<file path="src/rtl/adc_pkg.sv">
// Shared constants and helpers for the ADC-sample chain.
//   SIZE_ADC_DATA    : width of one ADC sample
//   SIZE_FILTER_DATA : width of the shaping-filter internal data path
//   emu_state_t      : pulse-emulator FSM state
//   sat_add          : unsigned add clipped to the all-ones sample value
package adc_pkg;

  localparam int SIZE_ADC_DATA    = 12;
  localparam int SIZE_FILTER_DATA = 20;

  typedef enum logic [1:0] {
    IDLE  = 2'd0,
    RISE  = 2'd1,
    DECAY = 2'd2
  } emu_state_t;

  // The sum is formed one bit wider so the carry can select the clip value.
  function automatic logic [SIZE_ADC_DATA-1:0] sat_add(
    input logic [SIZE_ADC_DATA-1:0] a,
    input logic [SIZE_ADC_DATA-1:0] b
  );
    logic [SIZE_ADC_DATA:0] s;
    s = {1'b0, a} + {1'b0, b};
    return s[SIZE_ADC_DATA] ? {SIZE_ADC_DATA{1'b1}} : s[SIZE_ADC_DATA-1:0];
  endfunction

endpackage

</file>
<file path="src/rtl/adc_pulse_emulator.sv">
// Synthetic detector-pulse source in ADC sample format.
// Each pulse is a linear rise over 2^r samples up to amplitude A, then an
// exponential tail (tail -= tail>>d per sample), added on top of a live
// baseline and clipped to the sample range. One trigger can be held while a
// pulse is running; further triggers are dropped and counted.
//
// Ports:
//   clk         : sample clock, one sample per cycle
//   reset       : synchronous, active-high
//   trig        : pulse request, sampled every rising edge
//   amplitude   : peak height A, latched at pulse start
//   rise_shift  : r, rise lasts 2^r samples, latched at pulse start
//   decay_shift : d, decay shift, latched at pulse start
//   baseline    : pedestal, used live every cycle
//   output_data : registered sample = sat(baseline + tail)
//   pulse_start : high in the first sample of each pulse
//   busy        : a pulse is in progress
//   drop_cnt    : dropped triggers, saturating at 255
module adc_pulse_emulator
  import adc_pkg::*;
(
  input  logic                     clk,
  input  logic                     reset,
  input  logic                     trig,
  input  logic [SIZE_ADC_DATA-1:0] amplitude,
  input  logic [2:0]               rise_shift,
  input  logic [3:0]               decay_shift,
  input  logic [SIZE_ADC_DATA-1:0] baseline,
  output logic [SIZE_ADC_DATA-1:0] output_data,
  output logic                     pulse_start,
  output logic                     busy,
  output logic [7:0]               drop_cnt
);

  localparam int W = SIZE_ADC_DATA;

  emu_state_t   state;
  logic [W-1:0] tail;
  logic [W-1:0] amp_l;
  logic [2:0]   rise_l;
  logic [3:0]   decay_l;
  logic [W-1:0] step;
  logic [7:0]   rise_cnt;    // index of the rise sample currently on the output
  logic         pending;

  emu_state_t   nxt_state;
  logic [W-1:0] nxt_tail;
  logic [7:0]   nxt_rise;
  logic         nxt_pend;
  logic [7:0]   nxt_drop;
  logic         start;
  logic         end_edge;
  logic [W-1:0] decay_amt;
  logic [7:0]   rise_last;
  logic [7:0]   rise_inc;

  assign decay_amt = tail >> decay_l;
  assign rise_last = (8'd1 << rise_l) - 8'd1;
  assign rise_inc  = rise_cnt + 8'd1;
  // The tail has decayed to where the next decrement would be zero: this
  // edge finishes the pulse.
  assign end_edge  = (state == DECAY) && (decay_amt == '0);

  always_comb begin
    nxt_state = state;
    nxt_tail  = tail;
    nxt_rise  = rise_cnt;
    nxt_pend  = pending;
    nxt_drop  = drop_cnt;
    start     = 1'b0;

    case (state)
      IDLE: begin
        nxt_tail = '0;
        if (trig) start = 1'b1;
      end
      RISE: begin
        nxt_rise = rise_inc;
        // Last rise sample lands on A exactly, hiding the truncation in step.
        if (rise_inc == rise_last) begin
          nxt_tail  = amp_l;
          nxt_state = DECAY;
        end else begin
          nxt_tail = tail + step;
        end
      end
      DECAY: begin
        if (end_edge) begin
          nxt_tail  = '0;
          nxt_state = IDLE;
          // A waiting request starts right here, with no idle sample. A
          // fresh trig on this edge stays buffered only if one was already
          // pending (that one is consumed now).
          if (pending || trig) begin
            start    = 1'b1;
            nxt_pend = pending & trig;
          end
        end else begin
          nxt_tail = tail - decay_amt;
        end
      end
      default: begin
        nxt_tail  = '0;
        nxt_state = IDLE;
      end
    endcase

    // Trigger buffering while a pulse is running (end edge handled above).
    if (state != IDLE && !end_edge && trig) begin
      if (!pending)               nxt_pend = 1'b1;
      else if (drop_cnt != 8'hFF) nxt_drop = drop_cnt + 8'd1;
    end

    // New pulse: shape parameters come from the inputs on this edge.
    if (start) begin
      nxt_rise = '0;
      if (rise_shift == 3'd0) begin
        nxt_tail  = amplitude;
        nxt_state = DECAY;
      end else begin
        nxt_tail  = amplitude >> rise_shift;
        nxt_state = RISE;
      end
    end
  end

  always_ff @(posedge clk) begin
    if (reset) begin
      state       <= IDLE;
      tail        <= '0;
      amp_l       <= '0;
      rise_l      <= '0;
      decay_l     <= '0;
      step        <= '0;
      rise_cnt    <= '0;
      pending     <= 1'b0;
      drop_cnt    <= '0;
      output_data <= '0;
      pulse_start <= 1'b0;
      busy        <= 1'b0;
    end else begin
      state       <= nxt_state;
      tail        <= nxt_tail;
      rise_cnt    <= nxt_rise;
      pending     <= nxt_pend;
      drop_cnt    <= nxt_drop;
      output_data <= sat_add(baseline, nxt_tail);
      pulse_start <= start;
      busy        <= (nxt_state != IDLE);
      if (start) begin
        amp_l   <= amplitude;
        rise_l  <= rise_shift;
        decay_l <= decay_shift;
        step    <= amplitude >> rise_shift;
      end
    end
  end

endmodule

</file>
<file path="config.mk">
export PLATFORM = sky130hd
export DESIGN_NAME = adc_pulse_emulator
export DESIGN_NICKNAME = d
export VERILOG_FILES = /design/src/rtl/adc_pkg.sv /design/src/rtl/adc_pulse_emulator.sv
export SDC_FILE = /design/constraint.sdc
export NUM_CORES = 1
export LEC_CHECK = 0
export CAP_MARGIN = 5
export CELL_PAD_IN_SITES_DETAIL_PLACEMENT = 1
export CELL_PAD_IN_SITES_GLOBAL_PLACEMENT = 2
export CORE_MARGIN = 3
export CORE_UTILIZATION = 32
export DETAILED_ROUTE_END_ITERATION = 10
export PLACE_DENSITY_LB_ADDON = 0.2
export SYNTH_ARGS = -nofsm -noshare
export SYNTH_HDL_FRONTEND = slang
export SYNTH_SLANG_ARGS = --single-unit
</file>
<file path="constraint.sdc">
create_clock -name clk -period 5.2 [get_ports clk]
set_clock_uncertainty 0.15 [all_clocks]
set_input_delay 0.78 -clock clk [delete_from_list [all_inputs] [get_ports clk]]
set_output_delay 0.78 -clock clk [all_outputs]
set_load 0.05 [all_outputs]
</file>
Word level (Yosys, flattened, before mapping)
Cells that the tools add are included.
Operators by class
  divide/modulo/power cells: 0
  equal/unequal tests: 4
  multipliers: 0
  mux-type cells: 20
  bitwise gates (word level): 1
  $lt $le $gt $ge: 0
  reductions and logical operators: 12
  $add $sub $neg: 6
  shifts and indexed selects: 3
Operators with widths (number)
  2-to-1 mux 12 bit: 5
  one-hot mux 12 bit (2 select lines): 1
  adder 8 x 1 -> 8 bit, second input constant: 2
  adder 12 x 12 -> 13 bit: 1
  adder 12 bit: 1
  logical NOT 12 bit: 1
  right shift 12 x 3 -> 12 bit: 1
  right shift 12 x 4 -> 12 bit: 1
  subtractor 12 bit: 1
  equality test 8 bit: 1
  2-to-1 mux 1 bit: 8
  2-to-1 mux 2 bit: 4
  inequality test 8 bit, second input constant: 1
  left shift 1 x 3 -> 8 bit, first input constant: 1
  subtractor 8 x 1 -> 8 bit, second input constant: 1
  one-hot mux 2 bit (3 select lines): 1
  nonzero test 2 bit: 2
  logical AND 1 bit: 3
  logical NOT 3 bit: 1
  AND reduction 3 bit: 1
  equality test 2 x 1 -> 1 bit, second input constant: 1
  equality test 2 bit, second input constant: 1
  logical NOT 2 bit: 1
  one-hot mux 1 bit (2 select lines): 1
  4 further kinds: 4
Word-level totals
  bits in latches: 0
  RAM bits: 0
  input bits: 34
  memories kept: 0
  ROM bits: 0
  logic and storage cells: 58
  flip-flop bits (word level): 76

Logic depth before layout (Yosys ltp)
  word-level depth: 8
  gate-level depth with buffers: 22
  gate-level depth less buffers: 20

Worst setup path after synthesis
Ideal clock, no wire load.
  kind: register to register
  from: register decay_l[1]
  to: register output_data[0]
  required time: 4.908 ns
  setup time: 0.142 ns
  path slack: 0.369 ns
  data arrival time: 4.539 ns
  cell stages (with the launch flop): 20
  path through: dfxtp_1 > buf_2 > mux4_2 > mux2_2 > a22oi_2 > ha_1 > nor2b_1 > o211ai_1 > nand4_1 > and4_1 > or3_1 > and2_0 > o31ai_1 > nand2_1 > ha_1 > and3_1 > o21ai_0 > nand3b_1 > a31oi_1 > a21oi_1
Between the ends
  word-level cells in the longest chain between the ends: 8
RTL lines
  from (decl): RTL line adc_pulse_emulator.sv:41  | logic [3:0] decay_l;
  from (signal assigned): RTL line adc_pulse_emulator.sv:153  | decay_l <= decay_shift;
  right shift 12 x 4 -> 12 bit (*): RTL line adc_pulse_emulator.sv:57  | assign decay_amt = tail >> decay_l;
  branches (longest 4 deep; another with subtractor 12 bit)
  2-to-1 mux 12 bit (*): RTL line adc_pulse_emulator.sv:115  | if (start) begin
  named net nxt_tail[9]: RTL line adc_pulse_emulator.sv:47  | logic [W-1:0] nxt_tail;
  adder 12 x 12 -> 13 bit (*): RTL line adc_pkg.sv:23  | s = {1'b0, a} + {1'b0, b};
  2-to-1 mux 12 bit (*): RTL line adc_pkg.sv:24  | return s[SIZE_ADC_DATA] ? {SIZE_ADC_DATA{1'b1}} : s[SIZE_ADC_DATA-1:0];
  to (signal assigned): RTL line adc_pulse_emulator.sv:147  | output_data <= sat_add(baseline, nxt_tail);
  to (decl): RTL line adc_pulse_emulator.sv:29  | output logic [SIZE_ADC_DATA-1:0] output_data,
Mark *: on every way through the listed nets, which the timed path passes.
A chain may end at the register's enable or synchronous reset.

Worst setup path after layout
  from: register decay_l[1]
  to: register output_data[9]
The elaborated chain is that of the path after synthesis.

==> flow_summary_export.csv <==
group,metric,value,unit
clock_tree,cts_buffers,9,
logic_synthesis,synth_area_per_cell,8.30,um2
layout,area_delta_synth_final,22.3,%
worst_setup_path,path_common_cell,"a21oi_1",
global_routing,grt_usage,19.5,%
worst_setup_path,worstPathCellList,"mux4_2, a22o_1, a21oi_1, inv_1, ha_1, inv_1, fa_1, a22oi_2, o22ai_1, ha_1, a21o_1, a21oi_1, nor2b_1, o21a_1, o41a_1, a21bo_2, or3_1, a21oi_1",
global_routing,grt_pass1_vias,5708,
power,share_comb_of_total_power,35.5,%
power,internal_power,1.35,mW
clock_tree,clk_pin_slew,60,ps
placement,dp_hpwl,15300,um
hold_path,hold_path_class,"flip-flop to flip-flop",
clock_tree,ctsHoldBuffers,0,
detailed_routing,dr.pass1.iters,5,
detailed_routing,wire_per_inst,19.5,um
power,p_seq_share,32.3,%
sta,fin_crit_sh,95.0,%
placement,dp_cells,975,
detailed_routing,first_iter_violations,268,
worst_setup_path,worst_setup_path_end_kind,"flip-flop",
logic_synthesis,synth_cells,701,
detailed_routing,ant_nets,0,
clock_tree,cts_tree,"yes",
power,ir_drop,0.168,mV
logic_synthesis,seq_area_frac_synth,26.2,%
sta,hold_ws,319,ps
power,p_leak,2.81,nW
clock_tree,htree_levels,3,
layout,layout-drive-gt1-share,12.2,%
worst_setup_path,slowest_delay,570,ps
worst_setup_path,crit_type,"flip-flop to flip-flop",
floorplanning,initial_core_util,33.2,%
detailed_routing,num_vias,5526,
global_routing,grt_pass1_wl,31000,um
floorplanning,die_w,141,um
clock_tree,cts_buffer_depth,2,
sta,fin_setup_tns,0,ps
clock_tree,ctsRootBufferMaster,"clkbuf_16",
worst_setup_path,cp_max_fo,8,
power,switching_share,35.2,%
placement,place_area,6720,um2
worst_setup_path,cp-startpoint,"decay_l[1]$_SDFFE_PP0N_",
logic_synthesis,syn-cell-area,5820,um2
layout,nNetsFinal,842,
floorplanning,ios,56,
worst_setup_path,worstPathRequired,5330,ps
global_routing,antenna_found_initial,0,
sta,max_freq,0.202,GHz
worst_setup_path,cp_slowest_cell,"mux4_2",
run,max_cap_violations,0,
placement,globalplace.congestion,0.902,
layout,num-fill-cells,2078,
sta,setup_viol,0,
placement,io_buffers,55,
detailed_routing,drt-total-wl,19400,um
logic_synthesis,synth-edff-count,0,
sta,slew_violations,0,
global_routing,grt_max_degree,59,
worst_setup_path,rr_startpoint,"decay_l[1]$_SDFFE_PP0N_",
floorplanning,core,17500,um2
layout,finalNonFillerCells,994,
clock_tree,numClockSinks,76,
global_routing,grt-ovfl-total,0,
floorplanning,row_count,48,
sta,slew_headroom,27.2,%
logic_synthesis,ys_warn_count,0,
worst_setup_path,arrival,5070,ps
worst_setup_path,reg2regPathDepth,18,
worst_setup_path,cp-start-kind,"flip-flop",
power,powerDensity,294,nW/um2
layout,insertedDiodeCount,0,
logic_synthesis,synth.ff_latch_count,76,
floorplanning,die_y,141,um
logic_synthesis,synth_ff_type,"dfxtp_1",
run_status,status,"finished, final reports clean",
detailed_routing,via_per_inst,5.56,
hold_path,hold_path_depth,2,
sta,hold_violations,0,
clock_tree,clock_latency,350,ps
layout,finalInstanceArea,7120,um2
logic_synthesis,syn_nets,778,
hold_path,min-delay-start,"step[10]$_SDFFE_PP0N_",
sta,worst_slew_pin_slew,1090,ps
detailed_routing,drcViolationCount,0,
power,power_switching,736,uW
floorplanning,die-area,19800,um2
sta,post-route-min-period,4940,ps
power,clock_power_share,32.2,%
logic_synthesis,async_flop_share,0,%
logic_synthesis,ys_types,72,
## Yosys cell counts, drive strengths merged (9+ instances only)
library cell,count,area share (%)
a211oi,10,1.3
a21oi,61,5.2
and3,9,0.97
buf,16,1.5
clkbuf,22,1.4
dfxtp,76,26
ha,40,8.6
inv,28,1.8
mux2,13,2.5
mux2i,40,6.9
mux4,10,3.9
nand2,37,2.4
nand3,13,1.2
nand4,11,1.2
nor2,85,5.5
nor2b,14,1.5
nor3,11,0.95
nor4,9,0.97
o21a,9,1.2
o21ai,25,2.2
o22ai,9,0.97
xnor2,27,4.1
xor2,14,2.1
## flip-flops by register name, indices dropped and copies added (netlist names)
register     count
pending          1
rise_cnt         8
step            12
amp_l           12
tail            12
drop_cnt         8
rise_l           3
decay_l          4
busy             1
state            2
output_data     12
pulse_start      1
## final timing paths
check,end,slack [ps]
setup / recovery,output_data[9]$_SDFF_PP0_,260
hold reg to reg,step[10]$_SDFFE_PP0N_,320
setup reg to reg,output_data[9]$_SDFF_PP0_,260
hold / removal,step[10]$_SDFFE_PP0N_,320
## cell families (layout without fill, tap and decap cells)
kind of cell               count (synthesis)  after routing  synth area share [%]
and+or+nand+nor                          227            227                  19.3
AOI/OAI and AO/OA                        184            184                  20.8
DFF                                       76             76                  26.2
buffers and inverters                     67            135                  4.75
muxes                                     63             63                  13.3
adders and majority gates                 43             43                  9.63
xor gates and xnor gates                  41             41                  6.17
## cells in the final DEF, fill, tap and decap left out, types with 9 or more instances in the layout
cell and instances:
a211oi_1 10, a21oi_1 60, and3_1 9, buf_4 35
clkbuf_16 9, clkdlybuf4s50_1 54, dfxtp_1 73, ha_1 40
inv_1 28, mux2_2 9, mux2i_1 40, mux4_2 10
nand2_1 36, nand3_1 12, nand4_1 11, nor2_1 84
nor2b_1 14, nor3_1 11, nor4_1 9, o21a_1 9
o21ai_0 15, o21ai_1 9, o22ai_1 9, xnor2_1 27
xor2_1 14
## through the flow
| step | worst slack [ps] | power [mW] | util [%] |
|---|---|---|---|
| after detailed placement | 6.33 | 1.41 | 38.3 |
| after floorplan | 369 | 1.18 | - |
| after global routing | -22.7 | 2.21 | 40.6 |
| final | 258 | 2.09 | 40.6 |
| after CTS | 47.9 | 2.10 | 40.1 |
| after global placement | 141 | 1.39 | 38.3 |
## cell type report
class | count | area, um2 | share of cell area (%)
multi-input cells | 558 | 4070 | 57.2
flip-flops and latches | 76 | 1530 | 21.5
repair buffers | 91 | 820 | 11.5
well taps | 225 | 282 | 3.95
clock buffers | 12 | 267 | 3.74
inverters | 29 | 109 | 1.53
clock inverters | 3 | 43.8 | 0.615
## critical path, delay by kind of cell, from the launching register on
kind	cells	cell delay, ps
compound gates	10	2200
fa+ha+maj	3	920
buf+inv	2	160
flops	1	410
mux	1	570
simple gates	2	460
## power by group through the flow
stage          combinational (mW)  sequential, mW  clock [mW]
2_1_floorplan               0.454           0.729           0
3_3_place_gp                0.705           0.685           0
3_5_place_dp                0.721           0.686           0
4_1_cts                     0.728           0.674       0.695
5_1_grt                     0.812           0.681       0.715
6_report                    0.743           0.675       0.673
## timing repair
action                                  CTS  global route
endpoints found under the setup margin    1            12
pin swaps                                 0             2
gates resized for setup                   1            18
setup buffers                             0             4
## per-layer routing
layer | vias up | global-route usage (%) | share of wire [%]
met5 | - | 0 | 0
met4 | 0 | 6.53 | 2.3
met3 | 26 | 3.22 | 3.6
met2 | 104 | 30.9 | 45
met1 | 2686 | 26.9 | 49
li1 | 2710 | - | -
(Power assumes the default switching activity.)
